[src/rtl/freq_div_pkg.sv]
// freq_div_pkg: shared constants and ratio helpers for the multi-modulus divider.
// Macro DUTY50_EN selects the high-time rule: near-50% duty when defined,
// single-cycle pulse otherwise.
package freq_div_pkg;

  localparam int CNT_W_DEF = 9;
  localparam int N_MIN_DEF = 8;

  // Requests below the legal minimum are raised to the minimum.
  function automatic int unsigned clamp_ratio(input int unsigned ratio,
                                              input int unsigned nmin);
    return (ratio < nmin) ? nmin : ratio;
  endfunction

  // Number of freq_in cycles that freq_out stays high in a period of length ratio.
  function automatic int unsigned high_time(input int unsigned ratio);
`ifdef DUTY50_EN
    return (ratio + 32'd1) >> 1;
`else
    // A clamped ratio is never zero, so this always yields a one-cycle pulse.
    return 32'(ratio != 32'd0);
`endif
  endfunction

endpackage

[src/rtl/mmd_ratio_reg.sv]
// mmd_ratio_reg: ratio hold register with clamp, terminal-cycle bypass mux
// and sticky out-of-range flag. ratio_next is the ratio the counter core
// would load if this cycle were its reload edge.
module mmd_ratio_reg
  import freq_div_pkg::*;
#(
  parameter int CNT_W     = CNT_W_DEF,
  parameter int N_DEFAULT = 248,
  parameter int N_MIN     = N_MIN_DEF
) (
  input  logic             clk,
  input  logic             rst_n,
  input  logic [CNT_W-1:0] ratio_in,
  input  logic             ratio_valid,
  output logic [CNT_W-1:0] ratio_next,
  output logic             ratio_err
);

  logic [CNT_W-1:0] hold_reg;
  logic [CNT_W-1:0] ratio_clamped;
  logic             too_small;
  logic             err_reg;

  // Clamp the request and bypass the hold register when a fresh ratio arrives.
  always_comb begin
    ratio_clamped = CNT_W'(clamp_ratio(32'(ratio_in), 32'(N_MIN)));
    too_small     = (32'(ratio_in) < 32'(N_MIN));
    ratio_next    = ratio_valid ? ratio_clamped : hold_reg;
  end

  // Capture every valid request (last write wins); latch any clamp event until reset.
  always_ff @(posedge clk or negedge rst_n) begin
    if (!rst_n) begin
      hold_reg <= CNT_W'(N_DEFAULT);
      err_reg  <= 1'b0;
    end else if (ratio_valid) begin
      hold_reg <= ratio_clamped;
      if (too_small) begin
        err_reg <= 1'b1;
      end
    end
  end

  assign ratio_err = err_reg;

endmodule

[src/rtl/multi_modulus_divider.sv]
// multi_modulus_divider: programmable divide-by-R for the frac-N feedback path.
// A down-counter reloads with the next ratio whenever it reaches zero; the
// reload edge raises freq_out and pulses div_load. Macro DUTY50_EN widens the
// high time to ceil(R/2); without it freq_out is a one-cycle pulse.
module multi_modulus_divider
  import freq_div_pkg::*;
#(
  parameter int CNT_W     = CNT_W_DEF,
  parameter int N_DEFAULT = 248,
  parameter int N_MIN     = N_MIN_DEF
) (
  input  logic             freq_in,
  input  logic             reset,
  input  logic [CNT_W-1:0] ratio_in,
  input  logic             ratio_valid,
  output logic             freq_out,
  output logic             div_load,
  output logic [CNT_W-1:0] cur_ratio,
  output logic             ratio_err
);

  logic [CNT_W-1:0] cnt_reg, cnt_next;
  logic [CNT_W-1:0] cur_ratio_reg, cur_ratio_next;
  logic [CNT_W-1:0] ratio_next;
  logic             freq_out_reg, freq_out_next;
  logic             div_load_reg, div_load_next;
  logic             terminal;
`ifdef DUTY50_EN
  logic [CNT_W-1:0] k_next;
  logic [CNT_W-1:0] high_cur;
`endif

  mmd_ratio_reg #(
    .CNT_W     (CNT_W),
    .N_DEFAULT (N_DEFAULT),
    .N_MIN     (N_MIN)
  ) u_ratio_reg (
    .clk         (freq_in),
    .rst_n       (reset),
    .ratio_in    (ratio_in),
    .ratio_valid (ratio_valid),
    .ratio_next  (ratio_next),
    .ratio_err   (ratio_err)
  );

  // Count down; at zero start a new period with the next ratio and raise freq_out.
  always_comb begin
    terminal       = (cnt_reg == '0);
    cnt_next       = cnt_reg - CNT_W'(1);
    cur_ratio_next = cur_ratio_reg;
    div_load_next  = 1'b0;
    freq_out_next  = 1'b0;
`ifdef DUTY50_EN
    // k_next is the position within the period that the next edge moves to.
    k_next   = cur_ratio_reg - cnt_reg;
    high_cur = CNT_W'(high_time(32'(cur_ratio_reg)));
`endif
    if (terminal) begin
      cnt_next       = ratio_next - CNT_W'(1);
      cur_ratio_next = ratio_next;
      div_load_next  = 1'b1;
      freq_out_next  = 1'b1;
    end else begin
`ifdef DUTY50_EN
      freq_out_next = (k_next < high_cur);
`endif
    end
  end

  // Period state; reset aborts the period and drops freq_out at once.
  always_ff @(posedge freq_in or negedge reset) begin
    if (!reset) begin
      cnt_reg       <= '0;
      cur_ratio_reg <= CNT_W'(N_DEFAULT);
      freq_out_reg  <= 1'b0;
      div_load_reg  <= 1'b0;
    end else begin
      cnt_reg       <= cnt_next;
      cur_ratio_reg <= cur_ratio_next;
      freq_out_reg  <= freq_out_next;
      div_load_reg  <= div_load_next;
    end
  end

  assign freq_out  = freq_out_reg;
  assign div_load  = div_load_reg;
  assign cur_ratio = cur_ratio_reg;

endmodule

[config.mk]
export PLATFORM = sky130hd
export DESIGN_NAME = multi_modulus_divider
export DESIGN_NICKNAME = d
export VERILOG_FILES = /design/src/rtl/freq_div_pkg.sv /design/src/rtl/mmd_ratio_reg.sv /design/src/rtl/multi_modulus_divider.sv
export SDC_FILE = /design/constraint.sdc
export NUM_CORES = 1
export LEC_CHECK = 0
export CAP_MARGIN = 20
export CORE_MARGIN = 8
export CORE_UTILIZATION = 35
export DETAILED_ROUTE_END_ITERATION = 10
export GPL_ROUTABILITY_DRIVEN = 0
export PLACE_DENSITY = 0.6
export SLEW_MARGIN = 20
export SYNTH_ARGS = -nofsm -noshare
export SYNTH_HDL_FRONTEND = slang
export SYNTH_HIERARCHICAL = 1
export SYNTH_SLANG_ARGS = --single-unit
[constraint.sdc]
create_clock -name freq_in -period 3.7 [get_ports freq_in]
set_clock_uncertainty 0.2 [all_clocks]
set_input_delay 0.37 -clock freq_in [delete_from_list [all_inputs] [get_ports freq_in]]
set_output_delay 0.37 -clock freq_in [all_outputs]
set_load 0.005 [all_outputs]
Yosys cells after proc, flatten, opt, wreduce, memory -nomap -nowiden:

Cells that the tools add are included.

* $add $sub $neg: 2
* $lt $le $gt $ge: 1
* muxes and demuxes: 4
* reductions and logical operators: 2

Operators by type and width (count)
* $mux 9: 3
* $sub 9x1->9 const B: 2
* $logic_not 9->1: 1
* $lt 9x4->1 const B: 1
* $reduce_and 2->1: 1
* $mux 1: 1

* register bits after elaboration: 29
* bits of input ports: 12

Longest topological paths before layout:

Gate-level depths: netlist of the first run.

* depth in word-level cells: 5
* depth in mapped cells: 10

Hierarchy:

The synthesis of the first run kept the hierarchy.

Modules (own cells, without submodules)
* multi_modulus_divider: instances 1, cells an instance 89, area an instance 982.2 um^2, seq. area each 481.7 um^2
* mmd_ratio_reg: instances 1, cells an instance 27, area an instance 427.9 um^2, seq. area each 256.5 um^2

Worst setup path before layout of the first run:

Ideal clock, no wire load.

* path type: register to register
* from: register cnt_reg[8]
* to: register cnt_reg[8]
* arrival time: 2716 ps
* data required time: 3368 ps
* setup slack: 652 ps
* stages on the path, launching flop included: 11
* path through: dfrtp_1 -> clkbuf_1 -> or4_1 -> nor3_4 -> buf_4 -> a21oi_1 -> ha_1 -> or4b_4 -> or4_4 -> a2111oi_2 -> o211ai_1

* cells in the longest elaborated chain, start to end: 2
* elaborated cells on any way between the ends: 3
* classes of those cells: 1 x add/sub; 1 x mux; 1 x reduce/logical

RTL lines
* from (decl): RTL line multi_modulus_divider.sv:22 `logic [CNT_W-1:0] cnt_reg, cnt_next;`
* from (signal assigned): RTL line multi_modulus_divider.sv:78 `cnt_reg <= cnt_next;`
* $sub 9x1->9 or $logic_not 9->1 (tied branches): RTL line multi_modulus_divider.sv:49, multi_modulus_divider.sv:48
* $mux 9 *: RTL line multi_modulus_divider.sv:58 `if (terminal) begin`
* named net cnt_next[8]: RTL line multi_modulus_divider.sv:22

The timed path passes the listed nets; every way through them passes the cells marked *.
A chain may end at the register's enable or synchronous reset.

Final worst setup path of the first run:

* from: input port ratio_in[5]
* to: register cnt_reg[8]

* cells in the longest elaborated chain, start to end: 5

RTL lines
* from (decl): RTL line multi_modulus_divider.sv:14 `input logic [CNT_W-1:0] ratio_in,`
* $lt 9x4->1: RTL line freq_div_pkg.sv:12 `return (ratio < nmin) ? nmin : ratio;`
* $mux 9: RTL line freq_div_pkg.sv:12
* $mux 9: RTL line mmd_ratio_reg.sv:28 `ratio_next = ratio_valid ? ratio_clamped : hold_reg;`
* named net ratio_next[0]: RTL line multi_modulus_divider.sv:24 `logic [CNT_W-1:0] ratio_next;`
* $sub 9x1->9: RTL line multi_modulus_divider.sv:59 `cnt_next = ratio_next - CNT_W'(1);`
* $mux 9: RTL line multi_modulus_divider.sv:58
* named net cnt_next[8]: RTL line multi_modulus_divider.sv:22

The timed path passes the listed nets, and every way through them passes these cells.

==> results of run 1 <==
-- placed cells by master (no fill, tap or decap), types with 2 or more instances in the layout --
cell,count
clkinv_2,2
a211o_1,2
mux2i_1,3
mux2_2,13
inv_1,5
nor3_1,6
nand2_1,3
a21oi_1,8
or4_1,3
dfstp_2,10
a31oi_1,2
or3_1,2
nor4_1,3
xnor2_1,3
o21ai_0,4
clkbuf_8,5
nor2_1,3
buf_4,4
a21o_1,3
clkdlybuf4s50_1,23
dfrtp_1,19
-- per-layer routing --
metal / track usage, % / vias to the layer above
li1: - / 489
met1: 12.85 / 495
met2: 16.79 / 29
met3: 5.293 / 9
met4: 5.370 / 0
met5: 0 / -
-- area by class of cell --
cell class / count / area share [%]
Clock buffer: 6 / 4.087
Clock inverter: 2 / 0.5638
Inverter: 5 / 1.057
Multi-Input combinational cell: 76 / 34.53
Sequential cell: 29 / 41.58
Tap cell: 50 / 3.524
Timing Repair Buffer: 27 / 14.66
-- stage by stage --
| step | power [mW] | hold slack (ns) | util, % | setup slack [ns] |
|---|---|---|---|---|
| floorplan | 0.3789 | -0.1256 | - | 0.6521 |
| global placement | 0.4155 | 0.2530 | 42.94 | 0.1459 |
| detailed placement | 0.4179 | 0.2561 | 42.94 | 0.09127 |
| CTS | 0.6701 | 0.2661 | 45.03 | 0.3732 |
| global route | 0.6936 | 0.3093 | 45.03 | 0.1663 |
| finish | 0.6589 | 0.2637 | 45.03 | 0.3654 |
-- final timing paths --
path                                         endpoint  slack [ns]  cells after the start
worst min-delay path                       cnt_reg[0]        0.26                      1
min in group asynchronous       u_ratio_reg/ratio_err        0.27                      2
worst max-delay path                       cnt_reg[8]        0.37                      9
worst min register to register             cnt_reg[0]        0.26                      1
worst max register to register             cnt_reg[8]        0.73                      8
max in group asynchronous                cur_ratio[5]        2.72                      2
-- worst max-delay path: stages --
cell             delay (ns)
clkdlybuf4s50_1        0.42
nor3_1                 0.47
a21oi_1                0.18
a21oi_1                0.20
ha_1                   0.23
or4b_4                 0.50
or4_4                  0.45
a2111oi_2              0.35
o211ai_1               0.12
-- power breakdown --
part           internal (mW)  switching [mW]
sequential             0.334         0.00375
combinational         0.0345          0.0397
clock                  0.130           0.118
-- kinds of logic (layout without fill, tap and decap cells) --
logic type,count (synthesis),in the layout,share of synthesized area [%]
buf+inv,11,40,4.170
fa+ha+maj,1,1,0.8872
xor+xnor,3,3,1.864
simple gates,27,27,13.66
compound gates,28,28,13.49
mux,17,17,13.58
flops,29,29,52.35
==> summary.txt, run 1 <==
Status
  • Status: finished clean

Global routing
  • Wire length of the first global-routing pass: 5340 µm
  • GR Util All Layers: 11.10%
  • Vias in the first global route: 1,095
  • Grt ovf: 0
  • Largest net degree at the start of global routing: 30
  • Initial antenna violation count: 0

Place
  • Detail Placement HPWL: 2278 µm
  • Placed cells: 187
  • DP Area: 0.001693 mm²
  • # port buffers: 23

Floorplan
  • Full die area: 0.006316 mm²
  • I/O pins: 24
  • Row count: 23
  • Die Width: 79.48 µm
  • Die Height: 79.48 µm
  • Initial Utilization: 35.77%
  • Core area: 0.003943 mm²

Synth
  • Synth Register Bits: 29
  • Synth top area share: 33.72%
  • Synth Flop Type: dfrtp_1
  • YS warnings: 6
  • Top post-synthesis cells by count: 19 x dfrtp_1, 13 x mux2_2, 10 x dfstp_2
  • Syn Area/Cell: 12.16 µm²
  • Cells after synthesis: 116
  • Post-synth EDFFs: 0
  • Top-count cell post-synth: dfrtp_1
  • Synth area leader: dfrtp_1
  • Sequential area share after synthesis: 52.35%
  • Area of the mapped netlist: 0.001410 mm²
  • Top cells by area, synth: dfrtp_1 34%, dfstp_2 19%, mux2_2 10%
  • Synthesized Nets: 129
  • Asr flop ratio synth: 100.0%
  • Yosys cell types: 39

Cells and area
  • FILL cells: 358
  • # diodes: 0
  • Post-layout instance area: 0.001775 mm²
  • Register area: 738.2 µm²
  • Post-Layout Cell Count: 195
  • Area occupied by multi-input gates: 613.1 µm²
  • Fraction of layout cells with a size suffix above 1: 28.28%
  • Area Growth Syn to Fin: 25.91%
  • Final #Nets: 157

Route
  • DRC Markers: 0
  • Via density: 5.241
  • Drt total wl: 3096 µm
  • Drt pass-1 iters: 4
  • Drt initial violations: 47
  • Antenna Violating Nets Remaining: 0
  • Routed len/inst: 15.88 µm
  • Routed via count: 1,022
  • Met3 wire len: 205 µm
  • Met1 wire length: 1401 µm
  • Max layer used: met4
  • Wire length on met2: 1424 µm

CTS
  • Cts repair resizes: 0
  • Hold Buf Count CTS: 0
  • Clock slew at reported path FFs: 0.06 ns
  • Root Driver: clkbuf_8
  • Sink Count: 29
  • CTS Buffer Depth: 2
  • CTS tree: yes
  • Setup bufs post-CTS: 0
  • Cts bufs inserted: 5
  • Worst-Skew Late Latency: 0.28 ns
  • H-Tree Depth: 2

Timing
  • Fmax: 299.9 MHz
  • TNS Setup: 0 ns
  • Max Slew Vio Count: 0
  • Post-layout minimum cycle time: 3.335 ns
  • Slew of the pin with the lowest slew margin: 0.7123 ns
  • RSZ-0062 raised after global routing: no
  • Fin crit share: 90.13%
  • Slew margin rel.: 52.15%
  • Hold Fails Final Rpt: 0
  • Final setup viols: 0

Worst hold path
  • Hold Startpoint: cnt_reg[0]
  • Hold Crit Class: reg2reg

Setup path
  • Arrival time at the worst endpoint: 3.29 ns
  • CP Launch Type: primary input
  • Worst setup EP type: flop
  • Reg2reg start: cnt_reg[8]
  • Setup Crit Path Kind: in2reg
  • CP required: 3.65 ns
  • CP Max Fanout: 5
  • Worst setup path start: ratio_in[5]

Run
  • Max Cap Viol: 0

Power
  • VDD IR-drop max: 0.0002375 V
  • Pwr/cell area: 371.1 mW/mm²
  • Leakage: 0.7172 nW
Note: power is estimated with default switching activity, not from simulation.
==> run 2: changes to the inputs <==
Settings changed: CELL_PAD_IN_SITES_DETAIL_PLACEMENT from default to 0, CELL_PAD_IN_SITES_GLOBAL_PLACEMENT from default to 1, PLACE_DENSITY 0.6 to 0.71.
==> summary.txt, run 2 (same netlist as run 1, synthesis figures left out) <==
Timing
  • Max Slew Vio Count: 0
  • RSZ-0062 raised after global routing: no
  • Final WS setup: 0.3282 ns
  • TNS Setup: 0 ns
  • Hold Fails Final Rpt: 0
  • Slew of the pin with the lowest slew margin: 0.6138 ns
  • Final setup viols: 0
  • Post-layout minimum cycle time: 3.372 ns
  • Slew margin rel.: 58.70%
  • Fmax: 296.6 MHz
  • Fin crit share: 91.13%

CTS
  • Setup bufs post-CTS: 0
  • Cts bufs inserted: 5
  • Sink Count: 29
  • CTS Buffer Depth: 2
  • Clock slew at reported path FFs: 0.07 ns
  • Worst-Skew Late Latency: 0.28 ns
  • H-Tree Depth: 2
  • Root Driver: clkbuf_8
  • CTS tree: yes
  • Hold Buf Count CTS: 0
  • Cts repair resizes: 0

Floorplan
  • Die Height: 79.48 µm
  • Core area: 0.003943 mm²
  • I/O pins: 24
  • Initial Utilization: 35.77%
  • Die Width: 79.48 µm
  • Row count: 23
  • Full die area: 0.006316 mm²

Route
  • Routed via count: 1,008
  • Drt initial violations: 25
  • Routed len/inst: 15.73 µm
  • Via density: 5.143
  • Antenna Violating Nets Remaining: 0
  • DRC Markers: 0
  • Drt total wl: 3083 µm
  • Drt pass-1 iters: 4

Global routing
  • Largest net degree at the start of global routing: 30
  • Initial antenna violation count: 0
  • Wire length of the first global-routing pass: 5306 µm
  • GR Util All Layers: 10.69%
  • Vias in the first global route: 1,103
  • Grt ovf: 0

Cells and area
  • Commonest non-fill, non-tap cells in the layout: 23 x clkdlybuf4s50_1, 19 x dfrtp_1, 13 x mux2_2
  • Commonest non-fill, non-tap cell in the layout: clkdlybuf4s50_1
  • Fraction of layout cells with a size suffix above 1: 29.45%
  • # diodes: 0
  • Final #Nets: 158
  • Area Growth Syn to Fin: 27.77%

Place
  • Detail Placement HPWL: 2252 µm
  • # port buffers: 23
  • Dpl ws: 0.06928 ns

Power
  • Overall power: 0.6982 mW
  • Pwr/cell area: 387.5 mW/mm²
  • Leakage: 0.7313 nW
  • VDD IR-drop max: 0.0002182 V

Setup path
  • CP endpoint: cnt_reg[8]
  • Worst r2r path cells: 8
  • RR Endpoint: cnt_reg[8]
  • CP Launch Type: primary input
  • Bufs and invs on worst path: 1
  • Setup Crit Path Kind: in2reg
  • Slowest CP cell: or4b_4
  • Arrival time at the worst endpoint: 3.32 ns
  • Reg2reg start: cnt_reg[2]
  • Worst setup EP type: flop
  • Worst path depth: 9
  • Crit-path max cell delay: 0.50 ns
  • Most frequent CP cell: a21oi_1
  • R2r setup slk: 0.71 ns
  • CP Max Fanout: 5
  • CP cell instances: clkdlybuf4s50_1 -> nor3_1 -> a21oi_1 -> a21oi_1 -> ha_1 -> or4b_4 -> or4_4 -> a2111oi_2 -> o211ai_1
  • Worst setup path start: ratio_in[5]
  • CP top delay family: simple AND/OR/NAND/NOR gates
  • CP required: 3.65 ns

Run
  • Max Cap Viol: 0

Worst hold path
  • Hold Crit Class: in2async

Status
  • Status: finished clean
## run 2: cell types whose count changed in the layout (fill, tap and decap cells not counted), sizes merged
cell,previous run,this run
buf,4,5
clkbuf,6,7
clkinv,2,1
## run 2: through the flow
stage,cells,hold slack (ns),cell area [µm²],utilization (%)
3_3_place_gp,188,0.2492,1700,43.13
5_1_grt,196,0.3057,1802,45.70
6_report,196,0.2735,1802,45.70
3_5_place_dp,188,0.2594,1700,43.13
2_1_floorplan,116,-0.1256,1410,-
4_1_cts,196,0.2793,1802,45.70
## run 2: routing by layer
layer,track usage (%),part of all wire [%]
met4,6.667,3.1
met3,4.617,7.3
met1,12.22,46
met2,16.06,44
met5,0,0
## run 2: layout make-up
type	count	area, µm²
well taps	50	62.56
inverters	5	18.77
flip-flops and latches	29	738.2
fillers	358	2141
multi-input cells	76	613.1
clock inverters	1	5.005
repair buffers	28	267.8
clock buffers	7	96.34
## run 2: report_power, final
group / total [mW] / internal [mW] / switching, mW
clock network: 0.286 / 0.168 / 0.118
logic: 0.0751 / 0.0358 / 0.0393
registers: 0.337 / 0.333 / 0.00370
## run 2: how the worst min path moves through the flow
stage	startpoint	endpoint	slack, ns	cells past startpoint
floorplan	reset	cnt_reg[0]	-0.13	0
global placement	u_ratio_reg/ratio_err	u_ratio_reg/ratio_err	0.25	1
detailed placement	u_ratio_reg/ratio_err	u_ratio_reg/ratio_err	0.26	1
CTS	reset	cnt_reg[4]	0.28	2
global route	u_ratio_reg/ratio_err	u_ratio_reg/ratio_err	0.31	1
finish	reset	u_ratio_reg/hold_reg[1]	0.27	2
## run 2: worst reg2reg max path, stage by stage (launching register included)
cell	delay [ns]
dfrtp_1	0.41
or4_1	0.30
nor3_4	0.09
a21oi_1	0.22
ha_1	0.24
or4b_4	0.50
or4_4	0.45
a2111oi_2	0.34
o211ai_1	0.12
